`src/rtl/prog_clk_divider.sv`:
```
// Runtime-programmable integer clock divider with 50% duty for even and odd ratios.
// A posedge flop (pos_q) carries the high phase; for odd ratios it is ANDed with a
// half-cycle-delayed copy (neg_q) so that the high time shrinks by half a clk period.
// Ratio changes are applied only at period boundaries, so clk_out never emits a runt pulse.
module prog_clk_divider #(
  parameter int unsigned CNT_W       = 8,
  parameter int unsigned DEFAULT_DIV = 2
) (
  input  logic             clk,
  input  logic             reset,
  input  logic             en,
  input  logic [CNT_W-1:0] div_in,
  input  logic             div_load,
  output logic             clk_out,
  output logic             tick,
  output logic [CNT_W-1:0] div_cur,
  output logic             running,
  output logic             cfg_err
);

  localparam logic [CNT_W-1:0] DefDiv = CNT_W'(DEFAULT_DIV);
  localparam logic [CNT_W-1:0] CntOne = CNT_W'(1);
  localparam logic [CNT_W-1:0] MinDiv = CNT_W'(2);
  localparam logic [CNT_W:0]   HalfOne = (CNT_W+1)'(1);

  logic [CNT_W-1:0] cnt_q, cnt_d;
  logic [CNT_W-1:0] div_q, div_d;
  logic [CNT_W-1:0] pend_q, pend_d;
  logic             pend_vld_q, pend_vld_d;
  logic             run_q, run_d;
  logic             pos_q, pos_d;
  logic             tick_q, tick_d;
  logic             err_q, err_d;
  logic             neg_q;
  logic             even_q;

  logic             wrap;
  logic             load_ok;
  logic             apply;
  logic [CNT_W:0]   half;

  // Next-state logic for the period counter, run flag, divisor staging and pulses.
  always_comb begin
    // One extra bit so that div_q = 2^CNT_W-1 does not overflow when rounding up.
    half       = ({1'b0, div_q} + HalfOne) >> 1;
    wrap       = run_q && (cnt_q == (div_q - CntOne));
    load_ok    = div_load && (div_in >= MinDiv);
    // Pending divisor lands at the period wrap while running, or at once when idle.
    apply      = pend_vld_q && (run_q ? wrap : 1'b1);

    cnt_d      = '0;
    if (run_q && !wrap) begin
      cnt_d = cnt_q + CntOne;
    end

    run_d      = run_q;
    if (!run_q) begin
      run_d = en;
    end else if (wrap && !en) begin
      run_d = 1'b0;
    end

    // pos_q follows cnt by one cycle: high for the H cycles after cnt passes 0..H-1.
    pos_d      = run_q && ({1'b0, cnt_q} < half);
    tick_d     = run_q && (cnt_q == '0);
    err_d      = div_load && (div_in < MinDiv);

    div_d      = apply ? pend_q : div_q;
    pend_d     = load_ok ? div_in : pend_q;
    pend_vld_d = pend_vld_q;
    if (load_ok) begin
      pend_vld_d = 1'b1;
    end else if (apply) begin
      pend_vld_d = 1'b0;
    end
  end

  // Posedge state with synchronous active-high reset.
  always_ff @(posedge clk) begin
    if (reset) begin
      cnt_q      <= '0;
      div_q      <= DefDiv;
      pend_q     <= DefDiv;
      pend_vld_q <= 1'b0;
      run_q      <= 1'b0;
      pos_q      <= 1'b0;
      tick_q     <= 1'b0;
      err_q      <= 1'b0;
    end else begin
      cnt_q      <= cnt_d;
      div_q      <= div_d;
      pend_q     <= pend_d;
      pend_vld_q <= pend_vld_d;
      run_q      <= run_d;
      pos_q      <= pos_d;
      tick_q     <= tick_d;
      err_q      <= err_d;
    end
  end

  // Half-cycle flops: neg_q delays pos_q by half a clk; even_q bypasses it for even ratios.
  // div_q only changes at the start of a cnt==0 cycle, where pos_q is already low, so the
  // mode flop always updates while the output AND is held at 0 by pos_q.
  always_ff @(negedge clk) begin
    if (reset) begin
      neg_q  <= 1'b0;
      even_q <= 1'b0;
    end else begin
      neg_q  <= pos_q;
      even_q <= ~div_q[0];
    end
  end

  assign clk_out = pos_q & (neg_q | even_q);
  assign tick    = tick_q;
  assign div_cur = div_q;
  assign running = run_q;
  assign cfg_err = err_q;

endmodule

```
`config.mk`:
```
export PLATFORM = sky130hd
export DESIGN_NAME = prog_clk_divider
export DESIGN_NICKNAME = d
export VERILOG_FILES = /design/src/rtl/prog_clk_divider.sv
export SDC_FILE = /design/constraint.sdc
export NUM_CORES = 1
export LEC_CHECK = 0
export ABC_AREA = 1
export BUFFER_PORTS_ARGS = -buffer_cell sky130_fd_sc_hd__clkbuf_2
export CAP_MARGIN = 20
export CORE_MARGIN = 2
export CORE_UTILIZATION = 40
export DETAILED_ROUTE_END_ITERATION = 7
export PLACE_DENSITY = 0.58
export RECOVER_POWER = 50
export SYNTH_ARGS = -nofsm -noshare
export SYNTH_HDL_FRONTEND = slang
export SYNTH_SLANG_ARGS = --single-unit
```
`constraint.sdc`:
```
create_clock -name clk -period 2 [get_ports clk]
set_input_delay 0.3 -clock clk [delete_from_list [all_inputs] [get_ports clk]]
set_output_delay 0.3 -clock clk [all_outputs]
set_load 0.03 [all_outputs]
```
==> results.cfg <==
[run_status]
status = complete, but fails checks
violations = setup timing

[synthesis]
yosysSeqAreaShare_pct = 35.2
synthCells = 252
synth_seq_cells = 31
synth_top_area_cell = dfxtp_1
yosys_warnings = 0
ys_types = 25
synth_area_leaders = dfxtp_1 (35%), nand2_1 (11%), ha_1 (7.8%)
synth.net_count = 275
syn_area_um2 = 1760
syn_area_per_cell_um2 = 6.99
synth_top_area_share_pct = 35.2

[setup_path]
ff2ff_setup_slack_ns = 0.08
worstPathArrival_ns = 1.93
worstPathMaxFanout = 1
criticalPathCategory = reg -> out
r2r_end = pos_q$_SDFF_PP0_
ff2ff_path_depth = 9
start_kind = flip-flop
cp.required_ns = 1.70
cp-end-kind = output port
startpoint = neg_q$_SDFF_NP0_
r2r-start = div_cur[1]$_SDFFE_PP1P_
setup.worst_path.end = clk_out

[timing]
tns_ns = -0.233
fin_worst_skew_ns = 0.0563
hold_slack_ns = 0.204
final_hold_viol_count = 0
slew_viol_final = 0
rsz0062_at_grt = yes
tightest_slew_ns = 0.527
setup_slack_ns = -0.233
slew_headroom_pct = 64.8
final-setup-viol-count = 1

[die]
dieArea_um2 = 4950
rows = 24
fp.dieH_um = 70.4
core_area_um2 = 4290
ioPinCount = 24
start_util_pct = 41.0
die_w_um = 70.4

[detailed_routing]
drt_iter0_drc = 71
vias = 1618
wl_per_cell_um = 12.0
route.detailed.drc = 0
routed_wl_mm = 4.08
drt-pass1-iter-count = 4
via_per_inst = 4.77
postRouteAntennaNets = 0

[clock_tree]
clk_latency_ns = 0.34
clock_path_buffers = 2
htree_levels = 2
numCtsBuffers = 5
cts.sink_count = 31
root_buffer = clkbuf_8
clk_pin_slew_ns = 0.07
tritoncts = built
holdBufCountCts = 0

[pwr]
p_leak_nw = 0.938
powerDensity_nw_per_um2 = 773
vdd_drop_max_mv = 0.402

[place]
gp_congestion = 0.849
place_ws_ns = -0.0546
hpwl_mm = 2.95
io_buffers = 23

[finish]
fillerInstances = 442
syn_to_final_growth_pct = 23.4
mostFrequentLayoutCells = nand2_1 (52), nor2_1 (29), inv_1 (28)
drive_gt1_share_pct = 20.6
final_core_util_pct = 50.6
num-nets-final = 309
diodes = 0
final_common_cell = nand2_1

[worst_hold_path]
hold_path.class = in -> reg

[grt]
grtUsageTotal_pct = 16.8
antenna_found_initial = 0
grt_max_degree = 18
grt_pass1_wl_mm = 6.56
grt_pass1_vias = 1475
gr-total-overflow = 0

[job]
maxCapViolCount = 0
[kinds of logic (layout without fill, tap and decap cells)]
logic type               after synthesis  count (layout)  share of synthesized area [%]
AND/OR/NAND/NOR                      124             125                           31.4
buffers and inverters                 42              76                           10.3
AO/OA/AOI/OAI                         31              31                           8.81
flip-flops                            31              31                           35.2
XOR/XNOR                              13              13                           6.46
adder cells (fa/ha/maj)               11              11                           7.81
[Yosys cell counts, drive strengths merged]
cell	number
o21ai	10
nor2	35
xnor2	5
nand3	23
buf	5
inv	33
dfxtp	31
xor2	8
and3	1
nand2	54
a21oi	21
nor4	4
clkinv	1
nor3	3
ha	11
clkbuf	3
nand4	4
[critical path: stages, from the launching register on]
cell      delay (ns)
dfxtp_1         0.28
nor2_1          0.12
nor2_2          0.04
clkbuf_8        0.15
[how the worst min path moves through the flow]
stage | start | to | slack, ns | cells past startpoint
finish | en | running$_SDFF_PP0_ | 0.20 | 3
detailed placement | pend_q[5]$_SDFFE_PP0P_ | pend_q[5]$_SDFFE_PP0P_ | 0.45 | 2
CTS | en | running$_SDFF_PP0_ | 0.20 | 3
global route | en | running$_SDFF_PP0_ | 0.20 | 3
global placement | pend_q[4]$_SDFFE_PP0P_ | pend_q[4]$_SDFFE_PP0P_ | 0.44 | 2
floorplan | reset | pend_q[5]$_SDFFE_PP0P_ | 0.37 | 1
[metrics by stage]
stage / power (mW) / cells / cell area, um2
global route: 1.78 / 339 / 2170
floorplan: 0.987 / 252 / 1770
finish: 1.68 / 339 / 2170
detailed placement: 1.08 / 327 / 1950
CTS: 1.66 / 336 / 2080
global placement: 1.08 / 327 / 1950
[final cells by class]
type | count | area (um2) | area share [%]
Multi-Input combinational cell | 180 | 1050 | 48.4
Sequential cell | 31 | 633 | 29.1
Timing Repair Buffer | 33 | 181 | 8.35
Inverter | 33 | 126 | 5.81
Clock buffer | 6 | 82.6 | 3.80
Tap cell | 52 | 65.1 | 2.99
Clock inverter | 4 | 32.5 | 1.50
[state kept, by name, summed over array words and instances, names as in the netlist]
signal / cells
cnt_q: 8
div_cur: 8
pos_q: 1
even_q: 1
running: 1
cfg_err: 1
tick: 1
pend_q: 8
neg_q: 1
pend_vld_q: 1
[power breakdown]
part / total (mW) / switching, mW / internal, mW / leakage [nW]
logic: 0.383 / 0.244 / 0.139 / 0.614
clock network: 0.588 / 0.244 / 0.344 / 0.0667
registers: 0.708 / 0.0488 / 0.660 / 0.257
total: 1.68 / 0.537 / 1.14 / 0.938
[what timing repair did]
item                                    in CTS  in global routing
pin swaps                                    1                  8
buffers inserted                             0                  2
gates cloned                                 0                  1
endpoints found under the setup margin       2                 19
gates resized for setup                      3                 23
hold endpoints to repair                     0                  0
[layer usage]
metal,vias up,GRT usage (%),wire length (um)
met3,4,5.63,144
met4,0,5.13,25
met2,25,28.0,2030
li1,870,-,-
met5,-,0,0
met1,719,20.5,1880
(Power assumes the default switching activity.)
